## config.mk

```make
export PLATFORM = sky130hd
export DESIGN_NAME = show_display
export DESIGN_NICKNAME = d
export VERILOG_FILES = /design/src/rtl/show_display.sv
export SDC_FILE = /design/constraint.sdc
export NUM_CORES = 1
export LEC_CHECK = 0
export ABC_AREA = 1
export CELL_PAD_IN_SITES_DETAIL_PLACEMENT = 0
export CELL_PAD_IN_SITES_GLOBAL_PLACEMENT = 2
export CORE_AREA = 3 3 91 93
export CTS_BUF_LIST = sky130_fd_sc_hd__clkbuf_4
export DETAILED_ROUTE_END_ITERATION = 7
export DIE_AREA = 0 0 94 96
export PLACE_DENSITY_LB_ADDON = 0.25
export SLEW_MARGIN = 20
export SYNTH_ARGS = -nofsm -noshare
export SYNTH_HDL_FRONTEND = slang
export SYNTH_SLANG_ARGS = --single-unit
```

## constraint.sdc

```tcl
create_clock -name clk -period 5.8 [get_ports clk]
set_clock_uncertainty 0.1 [all_clocks]
set_input_delay 1.74 -clock clk [delete_from_list [all_inputs] [get_ports clk]]
set_output_delay 1.74 -clock clk [all_outputs]
set_load 0.02 [all_outputs]
```

## src/rtl/show_display.sv

```systemverilog
// rtl/show_display.sv - show-channel byte latch driving a 4-digit multiplexed hex 7-segment display
// Optional leading-zero blanking is compiled in when SHOW_LZB_EN is defined.
module show_display #(
  parameter int SCAN_DIV = 50000
) (
  input  logic       clk,
  input  logic       reset,
  input  logic [1:0] Show,
  input  logic [7:0] ShowData,
  output logic [6:0] seg,
  output logic [3:0] an,
  output logic       dp,
  output logic [7:0] write_cnt
);

  localparam logic [15:0] PRE_MAX = 16'(SCAN_DIV - 1);

  logic [15:0] disp_q, disp_d;
  logic [15:0] pre_q, pre_d;
  logic [1:0]  idx_q, idx_d;
  logic [7:0]  write_cnt_q, write_cnt_d;
  logic [6:0]  seg_q, seg_d;
  logic [3:0]  an_q, an_d;
  logic        dp_q, dp_d;
  logic [3:0]  nib;
  logic        blank;

  function automatic logic [6:0] hex7(input logic [3:0] v);
    case (v)
      4'h0: hex7 = 7'b1000000;
      4'h1: hex7 = 7'b1111001;
      4'h2: hex7 = 7'b0100100;
      4'h3: hex7 = 7'b0110000;
      4'h4: hex7 = 7'b0011001;
      4'h5: hex7 = 7'b0010010;
      4'h6: hex7 = 7'b0000010;
      4'h7: hex7 = 7'b1111000;
      4'h8: hex7 = 7'b0000000;
      4'h9: hex7 = 7'b0010000;
      4'hA: hex7 = 7'b0001000;
      4'hB: hex7 = 7'b0000011;
      4'hC: hex7 = 7'b1000110;
      4'hD: hex7 = 7'b0100001;
      4'hE: hex7 = 7'b0000110;
      default: hex7 = 7'b0001110;
    endcase
  endfunction

  always_comb begin
    disp_d      = disp_q;
    write_cnt_d = write_cnt_q;
    pre_d       = pre_q + 16'd1;
    idx_d       = idx_q;

    case (Show)
      2'b01:   disp_d[7:0]  = ShowData;
      2'b10:   disp_d[15:8] = ShowData;
      2'b11:   disp_d       = 16'h0000;
      default: disp_d       = disp_q;
    endcase
    if (Show != 2'b00) write_cnt_d = write_cnt_q + 8'd1;

    if (pre_q == PRE_MAX) begin
      pre_d = 16'd0;
      idx_d = idx_q + 2'd1;
    end

    // Outputs follow next-state idx/disp so a write shows on the same edge.
    case (idx_d)
      2'd0:    nib = disp_d[3:0];
      2'd1:    nib = disp_d[7:4];
      2'd2:    nib = disp_d[11:8];
      default: nib = disp_d[15:12];
    endcase

`ifdef SHOW_LZB_EN
    blank = ((idx_d == 2'd3) && (disp_d[15:12] == 4'h0)) ||
            ((idx_d == 2'd2) && (disp_d[15:8] == 8'h00)) ||
            ((idx_d == 2'd1) && (disp_d[15:4] == 12'h000));
`else
    blank = 1'b0;
`endif

    seg_d = blank ? 7'b1111111 : hex7(nib);
    an_d  = ~(4'b0001 << idx_d);
    dp_d  = !((idx_d == 2'd2) && !blank);
  end

  always_ff @(posedge clk) begin
    if (reset) begin
      disp_q      <= 16'h0000;
      pre_q       <= 16'd0;
      idx_q       <= 2'd0;
      write_cnt_q <= 8'd0;
      seg_q       <= 7'b1000000;
      an_q        <= 4'b1110;
      dp_q        <= 1'b1;
    end else begin
      disp_q      <= disp_d;
      pre_q       <= pre_d;
      idx_q       <= idx_d;
      write_cnt_q <= write_cnt_d;
      seg_q       <= seg_d;
      an_q        <= an_d;
      dp_q        <= dp_d;
    end
  end

  assign seg       = seg_q;
  assign an        = an_q;
  assign dp        = dp_q;
  assign write_cnt = write_cnt_q;

endmodule

```

# == Word-level counts from Yosys, hierarchy flattened ==
# Memory sizes are Yosys's and may differ from the RTL's. A register that Yosys moved wholly into a read port is not among the register bits.
# Cells that the tools add are included.
# word_totals
reg_bits,47
romBits,112
inputBits,12
output_inout_bits,20
elab_cells,26
n_memories,1
# memory_table
memory,depth,width,read_ports,rd_clocked_by_memory_dff,write_ports,line,source
(no name shown),16,7,1,1,0,29,case (v)
# op_classes
n_addsub,3
eq_ne,6
n_shift,1
muxes,4
bitwise,1
n_reduce_logical,4
# op_table
op,count
one-hot mux 8 bit (2 select lines),2
adder 16 x 1 -> 16 bit (second input constant),1
== test 16 bit (second input constant),1
one-hot mux 4 bit (3 select lines),1
adder 8 x 1 -> 8 bit (second input constant),1
== test 2 bit (second input constant),3
== test 2 x 1 -> 1 bit (second input constant),2
NOT 4 bit,1
<< shifter 1 x 2 -> 4 bit (first input constant),1
adder 2 x 1 -> 2 bit (second input constant),1
zero test 2 bit,1
two-way mux 2 bit,1
nonzero test 2 bit,1
OR reduction 2 bit,1
zero test 1 bit,1

# == Logic depth before layout (Yosys ltp) ==
# Gate-level depths: netlist of the first run.
# logic_depth
ltp_word,4
ltp_mapped,17
mapped_depth_nobuf,16

# == Worst setup path before layout of the first run ==
# No wires, ideal clock.
# synth_timing
kind,input -> register
start,input port Show[1]
end,"register seg_q[3], in the netlist seg[3]"
setup_ns,0.070
arrival_ns,3.236
required_ns,5.630
setup_slack_ns,2.394
path_stages,13
path_buffers,1
cell_sequence,inv_2 -> or2_1 -> buf_6 -> o22ai_1 -> inv_1 -> nor3_1 -> nor2_1 -> ha_1 -> inv_1 -> nand3_1 -> nand2_1 -> nand2_1 -> a21oi_1
# synth_between
elab_chain_len,3
word_cells_on_any_way,6
classes_between,eq/ne (3); mux (3)
# synth_lines
item,line,source
from (decl),8,"input logic [1:0] Show,"
== test 2 bit / == test 2 x 1 -> 1 bit (equally long branches),55,case (Show)
one-hot mux 8 bit (2 select lines),55,
one-hot mux 4 bit (3 select lines) *,69,case (idx_d)
to (decl),22,"logic [6:0] seg_q, seg_d;"
# Mark *: on every way between the ends. The rest lies on a longest branch, timed or not.
# A chain may end at the register's enable or synchronous reset.

# == Final worst setup path of the first run ==
# Ends and elaborated chain as after synthesis.

==> results.md, run 1 <==
- The run finished with clean final reports.
- For met3 alone, demand over resource in global routing was 3.44%.
- The type of the worst setup path is in2reg.
- The count of endpoints failing hold in the final timing report is 0.
- Input and output buffers added on the ports amount to 31.
- The final period utilization is 67.3%.
- The half-perimeter wire length after placement is 4490 um.
- The final standard cell area without fillers is 3070 sq um.
- The die covers 9020 sq um.
- CTS saw between 50 and 60 sinks.
- For this block, the via count after detailed routing is between 2k and 2.5k.
- The count of pins over their slew limit was 0.
- The overall routing resource usage is approximately 14%.
- In the global route stage, met2 resource usage came out at a little over a fifth.
- The largest net degree at the start of global routing is 31.
- The layout cell share with drive strength beyond 1 is 9.39%.
- Dividing the detail-routed via count by the number of cells gives approximately 4.6.
- The total number of yosys warnings is 0.
- The layout has between 800 and 900 filler cells.
- At the end of the flow, the number of nets in the layout was 413.
- The cell count after synthesis came out at around 360.
- Of all nets on the critical path, the largest fanout is 8.
- For the pin with the worst max-slew slack, the measured transition is 0.441 ns.
- The layer flagged by global routing as most heavily used is met2.
- Routability-driven placement finished with a final weighted congestion of between 0.8 and 0.9.
- The tree is rooted in a clkbuf_4.
- The register clock-pin slew on the reported worst setup and hold paths is about 0.15 ns.
- Buffers inserted to repair hold after CTS numbered 0.
- The leading cell type in the layout, fill and taps excluded is inv_1.
- The number of nets produced by synthesis is 382.
- The final global-route overflow total is 0.
- The design draws 0.630 mW.
- The worst path arrival time is 4.12 ns.
- The max-capacitance violation count is 0.
- For the worst-skew pair, the clock arrives at the later sink with an insertion delay of 0.38 ns.
- The largest buffer count on any clock path is 2.
- The starting density of the core is 34.5%.
- The global-route wire length before repair is 9960 um.
- The first-iteration detailed-routing DRC count is 80.
- For this run, the register share of the synthesized area comes to 40.4%.
- The met1 layer usage reported by global route is 20.0%.
- Summed over all cells, the static leakage comes to approximately 1.2 nW.
- The routed design has 6000 um of wire.
- STA classifies the critical path startpoint as an input port.
- Clock tree synthesis inserted a total of 5 buffers.
- Summed over all failing endpoints, the final setup total negative slack is 0 ns.
- The post-synthesis cell type count is 39.
- The number of standard cells in the layout, taps in and fillers out is 496.
- After detailed placement, the total cell area comes to 3020 sq um.
- The worst min-delay path class is reg2reg.
- The maximum vdd ir drop is 0.0000772 V.
- The die span in y is between 90 and 100 um.
- The die is ~94 um wide.
- From synthesis to final layout, the design area changed by 16.9%.
- The number of global-route vias before repair was 2082.
- Data on the critical path is required at its endpoint by 6.02 ns.
- The post-CTS setup repair buffer count is 0.
- The mean area per synthesized cell is 7.26 sq um.
- The relative slew slack is 70.6%.
- The remaining routing DRC violations is 0.
- The initial antenna violation count is 0.
- 0 antenna diodes ended up in the layout.
- The floorplan step defined a core boundary enclosing 7610 sq um.
- The total of endpoints with negative setup slack in the final report is 0.
- Derived from the worst setup path, the maximum achievable clock frequency is 256 MHz.
- The CTS tree is built.
- The floorplan row count is 32.
- In this run the count of I/O pins placed on the die edge is 32.
- The placed instance count is 488.
- In the layout the commonest cells are 63 x inv_1, 61 x nand2_1, 53 x dfxtp_1.
- In this run the cell area of the synthesized design comes to 2630 sq um.
- Power spread over the standard cell area amounts to around 200 nW/um^2.
- Counting I/O delays and the setup requirement, the final critical path takes 3.90 ns.
- The first detailed-routing pass ran for 4 iterations.
- The final antenna-violating net count is 0.
- In this run, post-CTS repair resized a total of 0 instances.
- STA classifies the critical path endpoint as a flop.
- The depth of the CTS H-tree is 2.
- Setup repair after global routing left no endpoint under its margin.
- After detailed routing, the average wire length per cell comes to 12.1 um.
- The number of register bits inferred by synthesis is 53.
synthesized netlist by cell type, drive strengths merged:
library cell,instances,area share (%)
nand2,68,11
inv,67,9.7
dfxtp,53,40
nor2,51,8.4
nand3,29,6.6
a21oi,22,4.5
o21ai,13,3.0
o22ai,13,3.3
nor3,12,2.5
ha,8,3.8
buf,6,1.9
and3,5,1.2
nand3b,3,0.86
clkbuf,2,0.29
nand4,2,0.48
nor3b,2,0.76
xnor2,2,0.67
a31oi,1,0.24
clkinv,1,0.14
o211ai,1,0.29
or2,1,0.24
cells by family (layout without fill, tap and decap cells):
| logic type | count (synthesis) | count (layout) | synth area share, % |
|---|---|---|---|
| xor+xnor | 2 | 2 | 0.667 |
| buf+inv | 76 | 108 | 12.0 |
| fa+ha+maj | 8 | 8 | 3.81 |
| flops | 53 | 53 | 40.4 |
| simple gates | 173 | 173 | 31.8 |
| compound gates | 50 | 50 | 11.4 |
state kept, by name (all words and copies together), names as in the netlist:
register	cells
write_cnt	8
dp	1
an	3
pre_q	16
disp_q	16
seg	7
idx_q	2
report_power, final:
group | switching [mW] | internal (mW)
Sequential | 0.00587 | 0.375
Combinational | 0.0495 | 0.0332
Clock | 0.120 | 0.0461
Total | 0.175 | 0.455
critical path, cell delays in order:
cell and delay [ns]:
clkdlybuf4s50_1 0.63, inv_2 0.10, or2_1 0.33, o22ai_1 0.23, nand3_1 0.11, nand3_1 0.10
nand2_1 0.15, ha_1 0.35, inv_1 0.06, nand3_1 0.07, nand2_1 0.08, nand2_1 0.04
a21oi_1 0.13
final timing paths:
path / start / endpoint / slack, ns / depth (start not counted)
max: Show[1] / seg[3]$_SDFF_PP0_ / 1.90 / 13
min: pre_q[0]$_SDFF_PP0_ / pre_q[0]$_SDFF_PP0_ / 0.39 / 1
max reg2reg: pre_q[0]$_SDFF_PP0_ / seg[3]$_SDFF_PP0_ / 3.19 / 15
min reg2reg: pre_q[0]$_SDFF_PP0_ / pre_q[0]$_SDFF_PP0_ / 0.39 / 1
layout make-up:
cell class	count	area [sq um]	share of cell area, %
Multi-Input combinational cell	233	1250	40.7
Sequential cell	53	1060	34.6
Timing Repair Buffer	32	318	10.4
Inverter	68	258	8.39
Tap cell	102	128	4.16
Clock buffer	5	37.5	1.22
Clock inverter	3	17.5	0.570
layer usage:
layer / share of wire, % / up-vias
met5: 0 / -
met4: 1.1 / 0
met3: 3.8 / 5
met2: 43 / 31
met1: 52 / 1015
li1: - / 1209
metrics by stage:
step | worst slack [ns] | util, % | hold WS, ns
global placement | 1.56 | 39.6 | 0.351
floorplan | 2.39 | - | 0.330
CTS | 1.92 | 40.4 | 0.392
global route | 1.67 | 40.4 | 0.406
detailed placement | 1.52 | 39.6 | 0.361
finish | 1.90 | 40.4 | 0.387
(Power assumes the default switching activity.)
==> run 2: changes to the inputs <==
--- a/config.mk
+++ b/config.mk
@@ -8,10 +8,10 @@
 export ABC_AREA = 1
 export CELL_PAD_IN_SITES_DETAIL_PLACEMENT = 0
 export CELL_PAD_IN_SITES_GLOBAL_PLACEMENT = 2
-export CORE_AREA = 3 3 91 93
+export CORE_AREA = 3 3 100 102
 export CTS_BUF_LIST = sky130_fd_sc_hd__clkbuf_4
 export DETAILED_ROUTE_END_ITERATION = 7
-export DIE_AREA = 0 0 94 96
+export DIE_AREA = 0 0 103 105
 export PLACE_DENSITY_LB_ADDON = 0.25
 export SLEW_MARGIN = 20
 export SYNTH_ARGS = -nofsm -noshare
==> constraint.sdc (replaced) <==
create_clock -name clk -period 3.5 [get_ports clk]
set_clock_uncertainty 0.1 [all_clocks]
set_input_delay 1.05 -clock clk [delete_from_list [all_inputs] [get_ports clk]]
set_output_delay 1.05 -clock clk [all_outputs]
set_load 0.02 [all_outputs]
==> run 2 against run 1 <==
Compared with the run above:
- critical path type unchanged
- flip-flop and latch count did not move
- setup slack got worse by 1.4 ns
- sequential power is 66% higher
- first-iteration DRC count up 7.5%
==> results.md, run 2 (synthesis results as in run 1) <==
- The count of endpoints failing hold in the final timing report was 0 (unchanged).
- The later-pin clock latency in the skew report is 0.37 ns (was 0.38 ns).
- The part of the power in registers came to 52.7% (was 60.5%).
- Based on the critical path, the design can be clocked at up to between 300 and 400 MHz.
- The overall routing resource usage is 12.1% (was 14.1%).
- The capture instance of the worst register-to-register path is seg[3]$_SDFF_PP0_ (unchanged).
- The hold-critical path endpoint is pre_q[0]$_SDFF_PP0_ (unchanged).
- The startpoint of the lowest-slack register-to-register path is pre_q[0]$_SDFF_PP0_ (unchanged).
- The final global-route overflow total is 0 (unchanged).
- The remaining routing DRC violations was 0 (unchanged).
- The average wire per standard cell is 12.2 um (was 12.1 um).
- The internal power summed over all cells is 0.902 mW (was 0.455 mW).
- The top fanout value on the critical path is 8 (unchanged).
- The largest buffer count on any clock path is 2 (unchanged).
- The number of input and output port buffers inserted is 31 (unchanged).
- The layout cell share with drive strength beyond 1 is 10.3% (was 9.39%).
- The largest net degree at the start of global routing was 30 (was 31).
- The worst path uses 87.1% of the clock period.
- The count of cells along the worst hold path is 1 (unchanged).
- The filler cell count is 1008 (was 844).
- The minimum setup slack in the final design is 0.452 ns (was 1.90 ns).
- The proportion of power drawn by combinational gates is 11.8% (was 13.1%).
- The die span in x is 103 um (was 94 um).
- The maximum vdd ir drop is 0.000172 V (was 0.0000772 V).
- The worst path arrival time came to 3.27 ns (was 4.12 ns).
- The final period demand of the worst path is between 3 and 4 ns.
- The first-pass iteration count of the detailed router is 4 (unchanged).
- Status: complete, no violations (unchanged).
- The leading cell type in the layout, fill and taps excluded is inv_1 (unchanged).
- The post-cts gate resize count is 0 (unchanged).
- The number of buffers created by CTS is 5 (unchanged).
- The floorplan row count is 35 (was 32).
- The required time reported for the critical path endpoint is 3.72 ns (was 6.02 ns).
- The switching power as a share of total power is 24.7% (was 27.8%).
- The worst min-delay path class is reg2reg (unchanged).
- The initial antenna violation count is 0 (unchanged).
- The relative slew slack is 70.6% (about the same).
- The total power consumption of the routed design is 1.20 mW (was 0.630 mW).
- The count of pins on the block boundary is 32 (unchanged).
- The type of element launching the critical path is an input port (unchanged).
- Highest-count cells in the layout ignoring fill and taps: 63 x inv_1, 61 x nand2_1, 53 x dfxtp_1 (unchanged).
- The power density over cell area is 379 nW/um^2 (was 205 nW/um^2).
- The cell class contributing the biggest share of worst-path delay is simple AND/OR/NAND/NOR gates (unchanged).
- The stage delay of the slowest cell on the critical path is 0.50 ns (was 0.63 ns).
- The count of pins over their slew limit was 0 (unchanged).
- The slew at the pin closest to its max-slew limit is 0.440 ns (was 0.441 ns).
- The post-CTS setup repair buffer count is 0 (unchanged).
- The number of vias in the routed layout is 2278 (was 2260).
- The power dissipated by switching net loads was 0.297 mW (was 0.175 mW).
- The die span in y is 105 um (was 96 um).
- The number of global-route vias before repair was 2202 (was 2082).
- The buffers plus inverters on the worst setup path is 4 (was 3).
- The count of clock tree sinks was 53 (unchanged).
- The worst slack at placement is 0.0413 ns (was 1.52 ns).
- The area growth from synthesis to final layout is 20.2% (was 16.9%).
- The register clock-pin slew on the reported worst setup and hold paths is 0.16 ns (was 0.15 ns).
- The hold buffer count at cts is 0 (unchanged).
- Cells along the critical path: clkdlybuf4s50_1 -> inv_2 -> or2_1 -> o22ai_1 -> inv_1 -> nor3_1 -> nor2_1 -> ha_1 -> inv_1 -> nand3_1 -> nand2_1 -> nand2_1 -> a21oi_1 (was clkdlybuf4s50_1 -> inv_2 -> or2_1 -> o22ai_1 -> nand3_1 -> nand3_1 -> nand2_1 -> ha_1 -> inv_1 -> nand3_1 -> nand2_1 -> nand2_1 -> a21oi_1).
- The first-iteration detailed-routing DRC count is 86 (was 80).
- The CTS tree is built (unchanged).
- The static leakage is 1.28 nW (was 1.23 nW).
- The overall routed net length came to 6210 um (was 6000 um).
- The final antenna-violating net count came to 0 (unchanged).
- The accumulated negative setup slack was 0 ns (unchanged).
- The slack of the worst reg-to-reg path is 0.83 ns (was 3.19 ns).
- The final weighted congestion of routability-driven global placement is 0.778 (was 0.801).
- The placeable core area is 9200 sq um (was 7610 sq um).
- The half-perimeter wire length after placement is 4630 um (was 4490 um).
- The type of the worst setup path is in2reg (unchanged).
- The max-capacitance violation count is 0 (unchanged).
- The starting density of the core is 28.6% (was 34.5%).
- The worst reg2reg path depth came to 15 (unchanged).
- The net count of the finished layout is 417 (was 413).
- The sort of element at the end of the critical path is a flop (unchanged).
- The depth of the CTS H-tree came to 2 (unchanged).
- The library cell used as clock root buffer was clkbuf_4 (unchanged).
- The startpoint of the lowest-slack hold path was pre_q[0]$_SDFF_PP0_ (unchanged).
- Setup repair after global routing missed its margin: false (unchanged).
- The total of endpoints with negative setup slack in the final report is 0 (unchanged).
- The average via count per standard cell was 4.48 (was 4.56).
- The depth of the critical timing path with buffers and inverters included is 13 (unchanged).
- The count of inserted antenna diode cells is 0 (unchanged).
- The part of the power in the clock network is 35.4% (was 26.3%).
- The global-route wire length before repair is 10500 um (was 9960 um).
- The critical path's slowest cell is clkdlybuf4s50_1 (unchanged).
- The full die area was 10800 sq um (was 9020 sq um).
[run 2: cell types whose count changed in the layout (fill, tap and decap cells not counted), sizes merged]
cell / change
clkinvlp: -1
clkinv: -1
buf: +4
bufinv: +2
[run 2: metal layers]
layer,share of wire [%],GRT usage (%),vias up
met4,1.0,2.78,0
met5,0,0,-
met1,51,17.1,1031
met2,45,18.6,26
li1,-,-,1216
met3,3.0,3.00,5
[run 2: layout make-up]
cell class	instances	area (sq um)	share of cell area, %
timing repair buffer	36	348	11.0
tap	111	139	4.40
inverter	68	258	8.16
sequential	53	1060	33.6
multi-input combinational	233	1250	39.6
clock buffer	5	37.5	1.19
clock inverter	3	65.1	2.06
[run 2: how the worst max path moves through the flow]
stage / start / endpoint / slack (ns)
2_1_floorplan: Show[1] / seg[3]$_SDFF_PP0_ / 0.78
6_report: Show[1] / seg[3]$_SDFF_PP0_ / 0.45
5_1_grt: Show[1] / seg[3]$_SDFF_PP0_ / 0.27
4_1_cts: Show[1] / seg[3]$_SDFF_PP0_ / 0.46
3_3_place_gp: Show[1] / seg[3]$_SDFF_PP0_ / 0.12
3_5_place_dp: Show[1] / seg[3]$_SDFF_PP0_ / 0.04
[run 2: power groups by stage]
stage	logic, mW	clock network (mW)	registers [mW]
final	0.142	0.425	0.632
after global routing	0.160	0.460	0.635
after global placement	0.145	0	0.645
after floorplan	0.0776	0	0.654
after detailed placement	0.143	0	0.645
after CTS	0.144	0.445	0.633
[run 2: metrics by stage]
stage / hold slack (ns) / utilization [%] / std cells / cell area, sq um
after floorplan: 0.330 / - / 362 / 2630
after global placement: 0.347 / 33.2 / 501 / 3060
after detailed placement: 0.354 / 33.2 / 501 / 3060
after CTS: 0.391 / 34.4 / 509 / 3160
after global routing: 0.404 / 34.4 / 509 / 3160
final: 0.381 / 34.4 / 509 / 3160
